$ cat src/rtl/usb_pkg.sv
// usb_pkg: shared types and constants for the USB bulk-endpoint transmit path.
//   tx_cmd_t     - command encoding presented to usb_tx on tx_packet
//   ctrl_state_t - state of the transmit scheduler in usb_tx_ctrl
//   MAX_PKT_BYTES - largest legal bulk DATA payload
package usb_pkg;

   typedef enum logic [1:0] {
      TX_IDLE      = 2'b00,
      TX_SEND_DATA = 2'b01,
      TX_NAK       = 2'b10,
      TX_ACK       = 2'b11
   } tx_cmd_t;

   localparam int unsigned MAX_PKT_BYTES = 64;

   typedef enum logic [2:0] {
      ST_IDLE,
      ST_LAUNCH,
      ST_WAIT_SE0,
      ST_WAIT_J,
      ST_GAP
   } ctrl_state_t;

endpackage

$ cat src/rtl/usb_eop_detect.sv
// usb_eop_detect: watches the usb_tx line outputs for an end-of-packet.
// Ports:
//   clk, rst    - system clock, asynchronous active-high reset
//   dplus_out   - D+ driven by usb_tx
//   dminus_out  - D- driven by usb_tx
//   arm         - detection enabled; while low all history is discarded
//   se0_seen    - two consecutive SE0 cycles observed since arming (level)
//   eop_seen    - se0_seen and the line is now at J (combinational)
module usb_eop_detect (
   input  logic clk,
   input  logic rst,
   input  logic dplus_out,
   input  logic dminus_out,
   input  logic arm,
   output logic se0_seen,
   output logic eop_seen
);

   logic se0;
   logic j_state;
   logic se0_prev;
   logic seen_q;

   assign se0     = ~dplus_out & ~dminus_out;
   assign j_state =  dplus_out & ~dminus_out;

   // NOTE: state registers use non-blocking assignments so every flop samples
   // the pre-edge value of its neighbours, independent of statement order.
   always_ff @(posedge clk or posedge rst) begin
      if (rst) begin
         se0_prev <= 1'b0;
         seen_q   <= 1'b0;
      end else if (!arm) begin
         se0_prev <= 1'b0;
         seen_q   <= 1'b0;
      end else begin
         se0_prev <= se0;
         // Sticky once two back-to-back SE0 samples are seen; the J that
         // follows may come several cycles later.
         if (se0 && se0_prev)
            seen_q <= 1'b1;
      end
   end

   assign se0_seen = seen_q;
   assign eop_seen = seen_q & j_state;

endmodule

$ cat src/rtl/usb_tx_ctrl.sv
// usb_tx_ctrl: transmit scheduler in front of usb_tx.
// Arbitrates ACK/NAK/DATA requests (NAK > ACK > DATA), holds the command on
// tx_packet for HOLD_CYCLES, waits for the line EOP, enforces an inter-packet
// gap, and relays FIFO bytes to usb_tx with a per-packet byte count.
// Ports:
//   clk, rst            - system clock, asynchronous active-high reset
//   send_ack/nak/data   - one-cycle requests; data_size sampled with send_data
//   data_size           - DATA payload length (0..64 legal)
//   fifo_rdata/fifo_pop - TX FIFO head byte / one-cycle pop
//   get_tx_packet_data  - byte request from usb_tx (rising edge significant)
//   dplus_out/dminus_out- usb_tx line outputs, monitored for EOP
//   tx_packet/_size/_data - command, payload size and byte to usb_tx
//   tx_busy             - packet in flight or in the gap
//   tx_done/tx_error    - one-cycle completion / error pulses
module usb_tx_ctrl
   import usb_pkg::*;
#(
   parameter int unsigned HOLD_CYCLES    = 9,
   parameter int unsigned IPG_CYCLES     = 16,
   parameter int unsigned TIMEOUT_CYCLES = 8192
) (
   input  logic       clk,
   input  logic       rst,
   input  logic       send_ack,
   input  logic       send_nak,
   input  logic       send_data,
   input  logic [6:0] data_size,
   input  logic [7:0] fifo_rdata,
   output logic       fifo_pop,
   input  logic       get_tx_packet_data,
   input  logic       dplus_out,
   input  logic       dminus_out,
   output logic [1:0] tx_packet,
   output logic [6:0] tx_packet_size,
   output logic [7:0] tx_packet_data,
   output logic       tx_busy,
   output logic       tx_done,
   output logic       tx_error
);

   localparam int unsigned PH_MAX = (HOLD_CYCLES > IPG_CYCLES) ? HOLD_CYCLES : IPG_CYCLES;
   localparam int unsigned PH_W   = $clog2(PH_MAX + 1);
   localparam int unsigned TMO_W  = $clog2(TIMEOUT_CYCLES + 1);

   ctrl_state_t       state, state_n;
   tx_cmd_t           cmd_q, cmd_n;
   logic              p_ack, p_nak, p_data;
   logic [6:0]        size_q;       // size held with the pending DATA request
   logic [6:0]        pkt_size;     // size of the packet currently launched
   logic [6:0]        byte_cnt;
   logic [PH_W-1:0]   ph_cnt;
   logic [TMO_W-1:0]  tmo_cnt;
   logic              get_q;
   logic              overrun_q;

   logic data_ok, size_err;
   logic eff_ack, eff_nak, eff_data;
   logic [6:0] eff_size;
   logic launch, done_evt, timeout, in_flight;
   logic hold_end, gap_end;
   logic get_rise, byte_avail, relay_pop, relay_over;
   logic se0_seen, eop_seen, arm;

   // Oversize DATA requests are rejected outright and never become pending.
   assign data_ok  = send_data && (data_size <= 7'(MAX_PKT_BYTES));
   assign size_err = send_data && (data_size >  7'(MAX_PKT_BYTES));

   // Requests arriving this cycle count as pending so an idle launch costs
   // only one cycle of latency.
   assign eff_nak  = p_nak  | send_nak;
   assign eff_ack  = p_ack  | send_ack;
   assign eff_data = p_data | data_ok;
   assign eff_size = p_data ? size_q : data_size;

   assign in_flight = (state == ST_LAUNCH) || (state == ST_WAIT_SE0) || (state == ST_WAIT_J);
   assign arm       = (state == ST_WAIT_SE0) || (state == ST_WAIT_J);
   assign timeout   = in_flight && (tmo_cnt == TMO_W'(TIMEOUT_CYCLES - 1));
   assign hold_end  = (ph_cnt == PH_W'(HOLD_CYCLES - 1));
   assign gap_end   = (ph_cnt == PH_W'(IPG_CYCLES - 1));

   usb_eop_detect u_eop (
      .clk        (clk),
      .rst        (rst),
      .dplus_out  (dplus_out),
      .dminus_out (dminus_out),
      .arm        (arm),
      .se0_seen   (se0_seen),
      .eop_seen   (eop_seen)
   );

   always_ff @(posedge clk or posedge rst) begin
      if (rst) state <= ST_IDLE;
      else     state <= state_n;
   end

   // NOTE: every signal driven here gets a default first, so no path through
   // the case can leave it unassigned and infer a latch.
   always_comb begin
      state_n  = state;
      cmd_n    = TX_IDLE;
      launch   = 1'b0;
      done_evt = 1'b0;
      unique case (state)
         ST_IDLE: begin
            if (eff_nak) begin
               launch = 1'b1;
               cmd_n  = TX_NAK;
            end else if (eff_ack) begin
               launch = 1'b1;
               cmd_n  = TX_ACK;
            end else if (eff_data) begin
               launch = 1'b1;
               cmd_n  = TX_SEND_DATA;
            end
            if (launch) state_n = ST_LAUNCH;
         end
         ST_LAUNCH: begin
            if (timeout)       state_n = ST_GAP;
            else if (hold_end) state_n = ST_WAIT_SE0;
         end
         ST_WAIT_SE0: begin
            if (timeout)       state_n = ST_GAP;
            else if (se0_seen) state_n = ST_WAIT_J;
         end
         ST_WAIT_J: begin
            if (timeout) begin
               state_n = ST_GAP;
            end else if (eop_seen) begin
               done_evt = 1'b1;
               state_n  = ST_GAP;
            end
         end
         ST_GAP: begin
            if (gap_end) state_n = ST_IDLE;
         end
         default: state_n = ST_IDLE;
      endcase
   end

   // Pending flags, launched packet attributes and counters.
   always_ff @(posedge clk or posedge rst) begin
      if (rst) begin
         p_ack    <= 1'b0;
         p_nak    <= 1'b0;
         p_data   <= 1'b0;
         size_q   <= '0;
         cmd_q    <= TX_IDLE;
         pkt_size <= '0;
         ph_cnt   <= '0;
         tmo_cnt  <= '0;
      end else begin
         // A launched NAK also retires a pending ACK.
         p_nak  <= eff_nak  & ~(launch && cmd_n == TX_NAK);
         p_ack  <= eff_ack  & ~(launch && (cmd_n == TX_NAK || cmd_n == TX_ACK));
         p_data <= eff_data & ~(launch && cmd_n == TX_SEND_DATA);
         if (data_ok && !p_data)
            size_q <= data_size;

         if (launch) begin
            cmd_q    <= cmd_n;
            pkt_size <= (cmd_n == TX_SEND_DATA) ? eff_size : 7'd0;
         end

         ph_cnt <= (state_n != state) ? '0 : ph_cnt + PH_W'(1);

         if (launch)         tmo_cnt <= '0;
         else if (in_flight) tmo_cnt <= tmo_cnt + TMO_W'(1);
      end
   end

   // Byte relay: only rising edges of the request count, and only while a
   // packet is in flight.
   assign get_rise   = get_tx_packet_data & ~get_q;
   assign byte_avail = (byte_cnt < pkt_size);
   assign relay_pop  = in_flight && get_rise && byte_avail;
   assign relay_over = in_flight && get_rise && !byte_avail;

   always_ff @(posedge clk or posedge rst) begin
      if (rst) begin
         get_q     <= 1'b0;
         byte_cnt  <= '0;
         overrun_q <= 1'b0;
         fifo_pop  <= 1'b0;
         tx_done   <= 1'b0;
         tx_error  <= 1'b0;
      end else begin
         get_q    <= get_tx_packet_data;
         fifo_pop <= relay_pop;

         if (launch)         byte_cnt <= '0;
         else if (relay_pop) byte_cnt <= byte_cnt + 7'd1;

         if (launch)          overrun_q <= 1'b0;
         else if (relay_over) overrun_q <= 1'b1;

         tx_done  <= done_evt;
         tx_error <= size_err | timeout | (done_evt & overrun_q);
      end
   end

   assign tx_packet      = (state == ST_LAUNCH) ? cmd_q    : TX_IDLE;
   assign tx_packet_size = (state == ST_LAUNCH) ? pkt_size : 7'd0;
   // Once the payload is exhausted usb_tx is fed zeros instead of FIFO data.
   assign tx_packet_data = (in_flight && !byte_avail) ? 8'h00 : fifo_rdata;
   assign tx_busy        = (state != ST_IDLE);

endmodule

$ cat config.mk
export PLATFORM = sky130hd
export DESIGN_NAME = usb_tx_ctrl
export DESIGN_NICKNAME = d
export VERILOG_FILES = /design/src/rtl/usb_pkg.sv /design/src/rtl/usb_eop_detect.sv /design/src/rtl/usb_tx_ctrl.sv
export SDC_FILE = /design/constraint.sdc
export NUM_CORES = 1
export LEC_CHECK = 0
export ABC_AREA = 1
export CAP_MARGIN = 25
export CORE_AREA = 2 2 85 79
export DETAILED_ROUTE_END_ITERATION = 10
export DIE_AREA = 0 0 87 81
export PLACE_DENSITY = 0.73
export SLEW_MARGIN = 20
export SYNTH_ARGS = -nofsm -noshare
export SYNTH_HDL_FRONTEND = slang
export SYNTH_SLANG_ARGS = --single-unit
$ cat constraint.sdc
create_clock -name clk -period 3.4 [get_ports clk]
set_input_delay 0.68 -clock clk [delete_from_list [all_inputs] [get_ports clk]]
set_output_delay 0.68 -clock clk [all_outputs]
set_load 0.005 [all_outputs]
## Word-level counts from Yosys, hierarchy flattened

Index checks and enable logic that the tools add are counted.

| operators by class | value |
|---|---|
| add/sub/neg operators | 3 |
| magnitude comparators | 3 |
| eq/ne operators | 12 |
| muxes and demuxes | 36 |
| bitwise logic cells | 19 |
| reduce and logical (&&, ||, !) cells | 23 |

Operators by type and width:

| operator | count |
|---|---|
| 7-bit 2-to-1 mux | 5 |
| 14-bit 2-to-1 mux | 2 |
| 3-bit 2-to-1 mux | 8 |
| 3-bit case mux with 5 select lines | 1 |
| 14-bit by 1-bit adder with 14-bit output (second input constant) | 1 |
| 14-bit by 13-bit == test with 1-bit output (second input constant) | 1 |
| 1-bit 2-to-1 mux | 14 |
| 1-bit logical AND | 12 |
| 5-bit by 4-bit == test with 1-bit output (second input constant) | 2 |
| 1-bit bitwise AND | 8 |
| 2-bit 2-to-1 mux | 4 |
| 8-bit 2-to-1 mux | 1 |
| 7-bit by 1-bit adder with 7-bit output (second input constant) | 1 |
| 7-bit > comparator (second input constant) | 1 |
| 7-bit <= comparator (second input constant) | 1 |
| 7-bit less-than comparator | 1 |
| 3-bit by 2-bit == test with 1-bit output (second input constant) | 2 |
| 1-bit inverter | 6 |
| 2-bit nonzero test | 3 |
| 5-bit by 1-bit adder with 5-bit output (second input constant) | 1 |
| 5-bit 2-to-1 mux | 1 |
| 1-bit OR | 5 |
| 2-bit == test (second input constant) | 2 |
| 1-bit logical OR | 4 |
| 8 further kinds | 9 |

| storage, ports and cells | value |
|---|---|
| flip-flop bits (word level) | 55 |
| logic and storage cells | 113 |

## Logic depth before layout (Yosys ltp)

| logic depth | value |
|---|---|
| depth in word-level cells | 12 |
| mapped depth | 13 |
| depth with buffers taken out | 13 |

## Modules after synthesis

Synthesis repeated with hierarchy kept, for this count alone.

| unflattened totals | value |
|---|---|
| cells, all modules | 375 |
| area total of the unflattened synthesis | 2987.9 µm² |

By module, submodules not included:

| module | instances | cells an instance | area each (µm²) | seq. area each (µm²) |
|---|---|---|---|---|
| usb_tx_ctrl | 1 | 365 | 2897.8 | 1326.3 |
| usb_eop_detect | 1 | 10 | 90.1 | 50.0 |

## Least setup slack after synthesis

No wires, ideal clock.

| path | value |
|---|---|
| kind | flip-flop to output port |
| start point | register byte_cnt[2] |
| end point | output port tx_packet_data[0] |
| arrival | 1412 ps |
| required time | 2720 ps |
| slack | 1308 ps |
| stages on the path, launching flop included | 7 |
| path buffers | 0 |
| cells stage by stage | dfrtp_1 -> ha_1 -> nand3_1 -> nand2_1 -> nand4_1 -> a21oi_1 -> nor2_1 |

| on the way | value |
|---|---|
| word-level cells in the longest chain between the ends | 4 |

Ends and longest elaborated chain:

| item | line | source |
|---|---|---|
| from (decl) | usb_tx_ctrl.sv:50 | `logic [6:0] byte_cnt;` |
| from (signal assigned) | usb_tx_ctrl.sv:191 | `else if (relay_pop) byte_cnt <= byte_cnt + 7'd1;` |
| 7-bit less-than comparator | usb_tx_ctrl.sv:174 | `assign byte_avail = (byte_cnt < pkt_size);` |
| 1-bit logical NOT | usb_tx_ctrl.sv:204 | `assign tx_packet_data = (in_flight && !byte_avail) ? 8'h00 : fifo_rdata;` |
| 1-bit logical AND | usb_tx_ctrl.sv:204 |  |
| 8-bit 2-to-1 mux | usb_tx_ctrl.sv:204 |  |
| to (decl) | usb_tx_ctrl.sv:35 | `output logic [7:0] tx_packet_data,` |

No other way between the ends.

## Worst setup path in the final report

| path | value |
|---|---|
| start point | register byte_cnt[2] |
| end point | output port tx_packet_data[1] |

The elaborated chain is that of the path after synthesis.

==> summary.md <==
| Metric | Value |
|---|---|
| Clock transition at path regs | `90 ps` |
| Worst slew pin tran | `just over 700 ps` |
| HPWL after DPL | `approximately 4500 um` |
| Die footprint | `between 7000 and 8000 sq um` |
| Setup TNS | `0 ps` |
| CP endpoint kind | `output port` |
| Clock latency on the worst-skew pair | `310 ps` |
| Final Cycle Share | `about nine tenths` |
| Initial Util | `47.9%` |
| Root buf cell | `clkbuf_8` |
| Leakage | `~1.8 nW` |
| Post-Synthesis Cells | `373` |
| Clock Path Buffers | `2` |
| Busiest grt layer | `met2` |
| Max Slew Vio Count | `0` |
| Post-layout min period | `between 3000 and 4000 ps` |
| Largest net degree at the start of global routing | `48` |
| Req. time, crit path | `between 2000 and 3000 ps` |
| VDD IR max | `between 200 and 300 uV` |
| Die height | `slightly above 80 um` |
| Avg Cell Area, Syn | `just over 8 sq um` |
| Setup violators final | `0` |
| Syn. warnings | `0` |
| First drt pass iteration count | `4` |
| I/O pin count | `44` |
| RSZ-0062 raised after global routing | `false` |
| Relative slew margins | `52.9%` |
| Die X | `around 87 um` |
| Area Overhead vs Synth | `20.9%` |
| Mapped Area | `about 3000 sq um` |
| Layout cells sized above 1 | `11.2%` |
| Final Hold Viols | `0` |
| Post-DRT Antenna Nets | `0` |
| FP Rows | `28` |
| Max Cap Viol | `0` |
| Clock sink total | `55` |
| Grt total ovfl | `0` |
| Register area share after synthesis | `a little under half` |
| Number of global-route vias before repair | `2426` |
| Antenna violations before repair | `0` |
| Vias per inst | `between 4 and 5` |
| Drt wl/cell | `~12 um` |
| Post-CTS sizing | `0` |
| Max FO, Critical Path | `8` |
| First-pass GRT wire length | `around 10000 um` |
| Pwr/cell area | `roughly 500 nW/um^2` |
| Outcome | `finished clean` |
| CP Launch Type | `flop` |
| Drt drc | `0` |
| Hold buffers post-CTS | `0` |
| Tot GR Track Use | `a little under a fifth` |
| Syn nets | `407` |
| Diode count | `0` |
| Nets | `approximately 450` |
| Crit path arrival time | `between 2000 and 2500 ps` |
| Setup Crit Path Kind | `flop to output port` |
| Worst min path class | `flop to flop` |
| Routability cong. | `a little over 0.8` |
| Post-CTS Setup Bufs | `0` |
| Met1 usage | `23.7%` |
| Fillcell total | `between 500 and 600` |
| GR Util met3 | `a little under 4%` |
| Placeable core area | `between 6000 and 7000 sq um` |
| Worst Skew | `approximately 8.4 ps` |
| Fmax | `between 300 and 400 MHz` |
| Total routed wirelength | `between 6000 and 7000 um` |
| DR vias | `around 2500` |
| H-tree levels | `2` |
| GR Util met2 | `between 30% and 40%` |
| Starting DRT DRC Count | `approximately 100` |
| Seq cells post-synth | `55` |
| Total power | `approximately 1.8 mW` |
| Port bufs | `between 40 and 50` |
| Yosys cell types | `36` |
| CTS tree | `built` |
| Num CTS Buffers | `5` |
==> power breakdown <==
group          leakage, nW  internal, mW  switching [mW]  total [mW]
Sequential           0.693         0.755          0.0868       0.842
Combinational         1.05         0.235           0.346       0.581
Clock               0.0515         0.186           0.208       0.394
Total                 1.79          1.18           0.641        1.82
==> per-layer routing <==
layer / vias up / wire, um
li1: 1267 / -
met1: 1150 / 2980
met2: 29 / 2780
met3: 8 / 160
met4: 0 / 93
met5: - / 0
==> Yosys cell counts, drive strengths merged <==
master  number  area share (%)
clkinv       1            0.17
dfrtp       55              46
o211a        1            0.33
and2         1            0.21
xor2         3            0.87
clkbuf       5            0.62
nor3b        1            0.25
a31oi        2            0.42
nor3        11             2.2
xnor2        1            0.29
o21ai       22             3.8
or2          1            0.21
o211ai       8             2.0
ha          11             4.6
a21oi       15             2.5
buf          1            0.17
a21o         1            0.25
o21a         1            0.25
inv         66             8.2
nor2        71              11
and3         1            0.21
nand2       63             8.7
nand4        4             1.0
nand3       27             5.6
==> layout make-up <==
cell class	count	area, sq um	area share, %
clock buffer	8	100	2.76
inverter	67	253	6.96
sequential	55	1380	37.9
multi-input combinational	245	1350	37.2
timing repair buffer	45	458	12.6
tap	75	93.8	2.58
==> cells by family after synthesis <==
kind of cell	Yosys count	share of synthesized area, %
AOI/OAI and AO/OA	50	9.54
xor gates and xnor gates	4	1.17
adders and majority gates	11	4.58
buffers and inverters	73	9.20
DFF	55	45.8
and+or+nand+nor	180	29.7
==> state kept, by name, summed over array words and instances, names as in the netlist <==
name,cells
p_data,1
ph_cnt,5
get_q,1
tx_done,1
pkt_size,7
p_nak,1
state,3
fifo_pop,1
size_q,7
tmo_cnt,14
overrun_q,1
cmd_q,2
p_ack,1
u_eop.se0_seen,1
tx_error,1
u_eop.se0_prev,1
byte_cnt,7
==> through the flow <==
step	hold slack [ps]	instances	utilization [%]	instance area (sq um)	worst slack, ps
after floorplan	458	373	-	3000	1310
after global placement	473	487	56.3	3530	751
after detailed placement	481	487	56.3	3530	665
after CTS	497	495	57.9	3630	313
after global routing	516	495	57.9	3630	122
final	489	495	57.9	3630	310
==> critical path, cell delays in order, from the launching register on <==
cell and delay (ps):
dfrtp_1 440, ha_1 330, nand3_1 80, nand2_1 70, nand4_1 140, a21oi_1 490, nor2_1 90, clkdlybuf4s50_1 470
==> final timing paths <==
path	endpoint	startpoint	slack [ps]	depth (start not counted)
min in group asynchronous	tmo_cnt[11]	rst	600	2
worst min register to register	ph_cnt[0]	ph_cnt[0]	490	1
worst min-delay path	ph_cnt[0]	ph_cnt[0]	490	1
worst max register to register	pkt_size[6]	state[1]	1630	6
worst max-delay path	tx_packet_data[1]	byte_cnt[2]	310	7
max in group asynchronous	ph_cnt[1]	rst	2310	3
==> layout by cell type (no fill, tap or decap), drive strengths merged, types with 2 or more instances in the layout <==
cell,n
o211ai,8
clkdlybuf4s50,43
buf,2
o21ai,22
nand4,4
xor2,3
nor3,11
clkbuf,8
nand2,63
ha,11
dfrtp,55
inv,66
a21oi,15
nand3,27
nor2,71
a31oi,2
(Power assumes the default switching activity.)
